**config.mk**
```make
export PLATFORM = sky130hd
export DESIGN_NAME = chip_7458_tester
export DESIGN_NICKNAME = d
export VERILOG_FILES = /design/src/rtl/chip_7458_pkg.sv /design/src/rtl/chip_7458.sv /design/src/rtl/chip_7458_tester.sv
export SDC_FILE = /design/constraint.sdc
export NUM_CORES = 1
export LEC_CHECK = 0
export CORE_MARGIN = 2
export CORE_UTILIZATION = 45
export DETAILED_ROUTE_END_ITERATION = 8
export GPL_TIMING_DRIVEN = 0
export PLACE_DENSITY = 0.77
export SLEW_MARGIN = 5
export SYNTH_ARGS = -nofsm -noshare
export SYNTH_HDL_FRONTEND = slang
export SYNTH_SLANG_ARGS = --single-unit
```
**constraint.sdc**
```tcl
create_clock -name clk -period 1.99 [get_ports clk]
set_input_delay 0.199 -clock clk [delete_from_list [all_inputs] [get_ports clk]]
set_output_delay 0.199 -clock clk [all_outputs]
set_load 0.02 [all_outputs]
```
**src/rtl/chip_7458_pkg.sv**
```systemverilog
// Shared types and constants for the 7458 exhaustive tester.
package chip_7458_pkg;

  localparam int VEC_W   = 10;
  localparam int NUM_VEC = 1024;
  localparam int ERR_W   = 11;

  // Bit positions of each device pin within dut_in / vec_idx
  localparam int P1A = 0;
  localparam int P1B = 1;
  localparam int P1C = 2;
  localparam int P1D = 3;
  localparam int P1E = 4;
  localparam int P1F = 5;
  localparam int P2A = 6;
  localparam int P2B = 7;
  localparam int P2C = 8;
  localparam int P2D = 9;

  localparam logic [VEC_W-1:0] LAST_VEC = VEC_W'(NUM_VEC - 1);

  typedef enum logic [2:0] {
    ST_IDLE,
    ST_APPLY,
    ST_SETTLE,
    ST_CHECK,
    ST_DONE
  } state_t;

endpackage

```
**src/rtl/chip_7458.sv**
```systemverilog
// Behavioural 7458: dual AND-OR gate, used as the golden reference.
module chip_7458 (
  input  logic p1a,
  input  logic p1b,
  input  logic p1c,
  input  logic p1d,
  input  logic p1e,
  input  logic p1f,
  input  logic p2a,
  input  logic p2b,
  input  logic p2c,
  input  logic p2d,
  output logic p1y,
  output logic p2y
);

  assign p1y = (p1a & p1b & p1c) | (p1d & p1e & p1f);
  assign p2y = (p2a & p2b) | (p2c & p2d);

endmodule

```
**src/rtl/chip_7458_tester.sv**
```systemverilog
// Exhaustive 1024-vector tester for a 7458: applies each vector, waits
// SETTLE_CYC cycles, compares against the golden model and logs failures.
module chip_7458_tester
  import chip_7458_pkg::*;
#(
  parameter int SETTLE_CYC = 2
) (
  input  logic             clk,
  input  logic             rst_n,
  input  logic             start,
  input  logic             abort,
  output logic [VEC_W-1:0] dut_in,
  input  logic [1:0]       dut_y,
  output logic             busy,
  output logic             done,
  output logic             pass,
  output logic [ERR_W-1:0] err_cnt,
  output logic             first_fail_valid,
  output logic [VEC_W-1:0] first_fail_vec
);

  localparam logic [3:0] SETTLE_LD = 4'(SETTLE_CYC);

  state_t           state, nxt;
  logic [VEC_W-1:0] vec_idx;
  logic [3:0]       settle_cnt;
  logic             gold_p1y, gold_p2y;
  logic             mismatch;
  logic             run_go;
  logic             chk_en;

  chip_7458 u_gold (
    .p1a (vec_idx[P1A]),
    .p1b (vec_idx[P1B]),
    .p1c (vec_idx[P1C]),
    .p1d (vec_idx[P1D]),
    .p1e (vec_idx[P1E]),
    .p1f (vec_idx[P1F]),
    .p2a (vec_idx[P2A]),
    .p2b (vec_idx[P2B]),
    .p2c (vec_idx[P2C]),
    .p2d (vec_idx[P2D]),
    .p1y (gold_p1y),
    .p2y (gold_p2y)
  );

  assign mismatch = (dut_y != {gold_p2y, gold_p1y});
  assign busy     = (state == ST_APPLY) || (state == ST_SETTLE) || (state == ST_CHECK);
  assign pass     = done && (err_cnt == '0);
  // start is only honoured when idle or finished; it beats a concurrent abort there
  assign run_go   = ((state == ST_IDLE) || (state == ST_DONE)) && start;
  // an abort in the CHECK cycle suppresses that vector's result
  assign chk_en   = (state == ST_CHECK) && !abort;

  // State register
  always_ff @(posedge clk or negedge rst_n) begin
    if (!rst_n) state <= ST_IDLE;
    else        state <= nxt;
  end

  // Next-state logic; abort anywhere in a run drops back to IDLE
  always_comb begin
    nxt = state;
    case (state)
      ST_IDLE,
      ST_DONE:   if (start) nxt = ST_APPLY;
      ST_APPLY:  nxt = abort ? ST_IDLE : ST_SETTLE;
      ST_SETTLE: if (abort)                  nxt = ST_IDLE;
                 else if (settle_cnt == 4'd1) nxt = ST_CHECK;
      ST_CHECK:  if (abort)                  nxt = ST_IDLE;
                 else if (vec_idx == LAST_VEC) nxt = ST_DONE;
                 else                         nxt = ST_APPLY;
      default:   nxt = ST_IDLE;
    endcase
  end

  // Datapath: vector index, drive register, settle timer and result capture.
  // dut_in is loaded on entry to APPLY so it equals vec_idx for the whole vector.
  always_ff @(posedge clk or negedge rst_n) begin
    if (!rst_n) begin
      dut_in           <= '0;
      vec_idx          <= '0;
      settle_cnt       <= '0;
      err_cnt          <= '0;
      first_fail_vec   <= '0;
      first_fail_valid <= 1'b0;
      done             <= 1'b0;
    end else begin
      if (run_go) begin
        vec_idx          <= '0;
        dut_in           <= '0;
        err_cnt          <= '0;
        first_fail_valid <= 1'b0;
        done             <= 1'b0;
      end
      if (state == ST_APPLY)  settle_cnt <= SETTLE_LD;
      if (state == ST_SETTLE) settle_cnt <= settle_cnt - 4'd1;
      if (chk_en) begin
        if (mismatch) begin
          err_cnt <= err_cnt + ERR_W'(1);
          if (!first_fail_valid) begin
            first_fail_valid <= 1'b1;
            first_fail_vec   <= vec_idx;
          end
        end
        if (vec_idx == LAST_VEC) begin
          done <= 1'b1;
        end else begin
          vec_idx <= vec_idx + VEC_W'(1);
          dut_in  <= vec_idx + VEC_W'(1);
        end
      end
    end
  end

endmodule

```
==> flow_summary_export.csv <==
group,metric,value,unit
cts,clockRootBuffer,"sky130_fd_sc_hd__clkbuf_8",
power_and_ir_drop,power_frac_comb,0.331,
global_routing,antenna_found_initial,0,
cells_and_area,finalCoreUtilization,0.595,
logic_synthesis,post_synth_design_cell_area,2510,µm²
cts,cts-htree-levels,2,
cells_and_area,final-instance-count-excl-fill,365,
timing,setup_viol,0,
timing,timing.clock.skew,6.46,ps
logic_synthesis,ys_dominant_reg_cell,"sky130_fd_sc_hd__dfrtp_1",
power_and_ir_drop,power_leakage,1.42,nW
floorplan,core.rowCount,27,
floorplan,io_pins,41,
drt,detailedRoute.firstPassIterationCount,4,
cts,clock_path_buffers,2,
logic_synthesis,netlist_instances,237,
drt,route.top_layer_used,"met4",
power_and_ir_drop,power.net_switching,0.930,mW
cts,clk_pin_slew,90,ps
timing,max_clock_freq,0.518,GHz
cells_and_area,area_growth,29.2,%
floorplan,fp.dieArea,6180,µm²
global_routing,global_route.usage.total,0.200,
drt,routed-wl-met3,232,µm
timing,timing.max_slew.rel_slack,0.632,
floorplan,die-height,78.6,µm
floorplan,area_of_the_core_region,5440,µm²
logic_synthesis,synthesis.nets,249,
power_and_ir_drop,p_seq_frac,0.446,
cts,tritoncts_num_sinks,50,
cts,tritoncts,"built",
drt,metal_1_wl,2430,µm
global_routing,grt_pass1_vias,2132,
global_routing,grt_pass1_wl,9830,µm
place,port-buffer-count,40,
logic_synthesis,post_synth_cell_types,46,
hold_path,min-delay-path-class,"primary input to async pin",
drt,detailedRoute.firstIterationViolations,115,
critical_path,crit_arrival,2120,ps
critical_path,critical_path.reg2reg.startpoint,"vec_idx[0]",
critical_path,timing.critical_path.to_type,"register",
drt,drc,0,
cells_and_area,fin_nets,304,
cells_and_area,post_route_cells_drive_above_1_share,0.188,
floorplan,effective_utilization_at_floorplan,0.461,
logic_synthesis,number_of_flip_flops_and_latches_in_the_synthesized_netlist,50,
place,detailed_place_hpwl,3910,µm
logic_synthesis,synth.yosys.seq_area_share,0.499,
logic_synthesis,postSynthAreaPerCell,10.6,µm²
timing,fin_crit,1930,ps
cells_and_area,most_common_cell_after_layout_fill_and_taps_aside,"sky130_fd_sc_hd__dfrtp_1",
timing,share_of_the_clock_period_used_by_the_worst_path,0.970,
logic_synthesis,synth_edf_count,0,
cells_and_area,insertedDiodeCount,0,
power_and_ir_drop,sw_ratio,0.341,
place,placed_cells_incl_taps,350,
power_and_ir_drop,p_clk_frac,0.223,
drt,routed_wire_length_per_instance,15.2,µm
critical_path,critical_path.startpoint,"vec_idx[0]",
place,gp_congestion,0.866,
critical_path,crit_path_max_fanout,5,
run_status,outcome,"complete, no violations",
cells_and_area,layout.cells.most_common_list,"sky130_fd_sc_hd__dfrtp_1, sky130_fd_sc_hd__clkdlybuf4s50_1, sky130_fd_sc_hd__nand3_1, sky130_fd_sc_hd__o21ai_0, sky130_fd_sc_hd__nand2_1",
critical_path,crit_path_end,"first_fail_vec[6]",
power_and_ir_drop,power_report.internal_total,1.80,mW
logic_synthesis,yosys_warnings,0,
logic_synthesis,async_flop_share,1.00,
critical_path,reg2regPathDepth,8,
critical_path,critical_path.reg2reg.endpoint,"first_fail_vec[6]",
critical_path,worst-setup-path-type,"register to register",
timing,finalHoldViolations,0,
cts,clock_latency_of_the_later_clocked_register_in_the_worst_skew_pair,300,ps
timing,worst-slew-pin-transition,552,ps
critical_path,reg2reg_setup_slack,60,ps
drt,drt_wl_total,5530,µm
critical_path,cp-start-kind,"register",
critical_path,required,2180,ps
floorplan,floorplan.die.width,78.6,µm
drt,avgViaCountPerCell,5.59,
cts,cts_made_buffers,5,
global_routing,global_route.overflow_total,0,
global_routing,grt_start_max_net_pins,29,
drt,route.met2.wl,2780,µm
power_and_ir_drop,max-vdd-ir-drop,0.444,mV
power_and_ir_drop,areal_power_density_over_the_cells,843,nW/µm²
timing,drv_slew,0,
run,cap_violations,0,
drt,route.vias.total,2042,
drt,drt.antenna.violating_nets,0,
==> timing repair <==
action                                  4_1_cts  5_1_grt
buffers inserted                              4        1
hold endpoints to repair                     22        0
gates cloned                                  1        0
pin swaps                                     2        2
endpoints found under the setup margin       21       19
gates resized for setup                      15        9
hold buffers                                  1        0
==> critical path, cell delays in order, from the launching register on <==
cell and delay (ps):
sky130_fd_sc_hd__dfrtp_2 440, sky130_fd_sc_hd__ha_4 180, sky130_fd_sc_hd__ha_4 160, sky130_fd_sc_hd__a31oi_4 160, sky130_fd_sc_hd__xnor2_2 90, sky130_fd_sc_hd__o21a_2 240
sky130_fd_sc_hd__nand2b_4 100, sky130_fd_sc_hd__buf_6 120, sky130_fd_sc_hd__mux2_2 330
==> power by group through the flow <==
stage                     clock, mW  combinational, mW  sequential, mW
after CTS                     0.626              0.891            1.22
after floorplan                   0              0.522            1.27
final                         0.608              0.902            1.22
after global routing          0.653               1.02            1.24
after detailed placement          0              0.848            1.24
after global placement            0              0.820            1.23
==> stage by stage <==
stage               instance area [µm²]  setup WS, ps  power, mW  hold WS, ps  setup TNS [ps]
global placement                   3000          -749       2.05          478          -38460
global route                       3240         -5.90       2.91          449           -10.1
floorplan                          2510          56.6       1.79        -96.6               0
CTS                                3180          16.9       2.73          417               0
finish                             3240          60.6       2.73          403               0
detailed placement                 3010          -132       2.09          215           -1640
==> per-layer routing <==
metal,vias to the layer above,track usage
met5,-,0
met4,0,0.0807
met3,11,0.0460
met2,51,0.331
met1,998,0.252
li1,982,-
==> registers in the layout, indices dropped and copies added, names as in the netlist <==
name,cells
first_fail_valid,1
settle_cnt,4
err_cnt,11
vec_idx,10
done,1
state,3
first_fail_vec,10
dut_in,10
==> how the worst min path moves through the flow <==
stage / slack [ps] / depth (start not counted) / endpoint / from
global placement: 480 / 2 / dut_in[0] / dut_in[0]
detailed placement: 210 / 1 / err_cnt[5] / rst_n
finish: 400 / 2 / err_cnt[5] / rst_n
CTS: 420 / 2 / err_cnt[5] / rst_n
global route: 450 / 2 / err_cnt[10] / rst_n
floorplan: -100 / 0 / done / rst_n
==> cell type report <==
| cell class | count | area, µm² |
|---|---|---|
| buffer | 12 | 100 |
| inverter | 6 | 22.5 |
| clock buffer | 7 | 86.3 |
| tap | 72 | 90.1 |
| multi-input combinational | 169 | 1200 |
| sequential | 50 | 1250 |
| fill | 468 | 2200 |
| clock inverter | 1 | 5.00 |
| timing repair buffer | 48 | 480 |
==> cell usage after synthesis, drive strengths merged (2+ instances only) <==
| master | instances | area [µm²] |
|---|---|---|
| dfrtp | 50 | 1250 |
| nand3 | 23 | 115 |
| o21ai | 21 | 105 |
| nand2 | 17 | 63.8 |
| nor2 | 13 | 51.3 |
| mux2 | 10 | 113 |
| buf | 9 | 85.1 |
| and3 | 7 | 43.8 |
| nor3 | 7 | 35.0 |
| xnor2 | 7 | 61.3 |
| a21oi | 6 | 30.0 |
| ha | 6 | 75.1 |
| inv | 6 | 22.5 |
| a22o | 4 | 35.0 |
| nor3b | 4 | 30.0 |
| o311ai | 4 | 35.0 |
| a211o | 3 | 26.3 |
| a21o | 3 | 22.5 |
| a31o | 3 | 26.3 |
| and2 | 3 | 21.3 |
| clkbuf | 3 | 12.5 |
| nor4b | 3 | 26.3 |
| o31ai | 3 | 36.3 |
| xor2 | 3 | 26.3 |
| a221o | 2 | 20.0 |
| nand4 | 2 | 12.5 |
| nor4 | 2 | 12.5 |
| o21a | 2 | 16.3 |
| o22ai | 2 | 12.5 |
==> logic make-up (layout without fill, tap and decap cells) <==
logic type      after synthesis  in the layout  synth area share
xor+xnor                     10             10            0.0349
simple gates                 86             86             0.180
mux                          10             10            0.0449
buf+inv                      18             74            0.0479
fa+ha+maj                     6              6            0.0300
compound gates               57             57             0.163
flops                        50             50             0.499
Power figures use the tool's default switching activity.
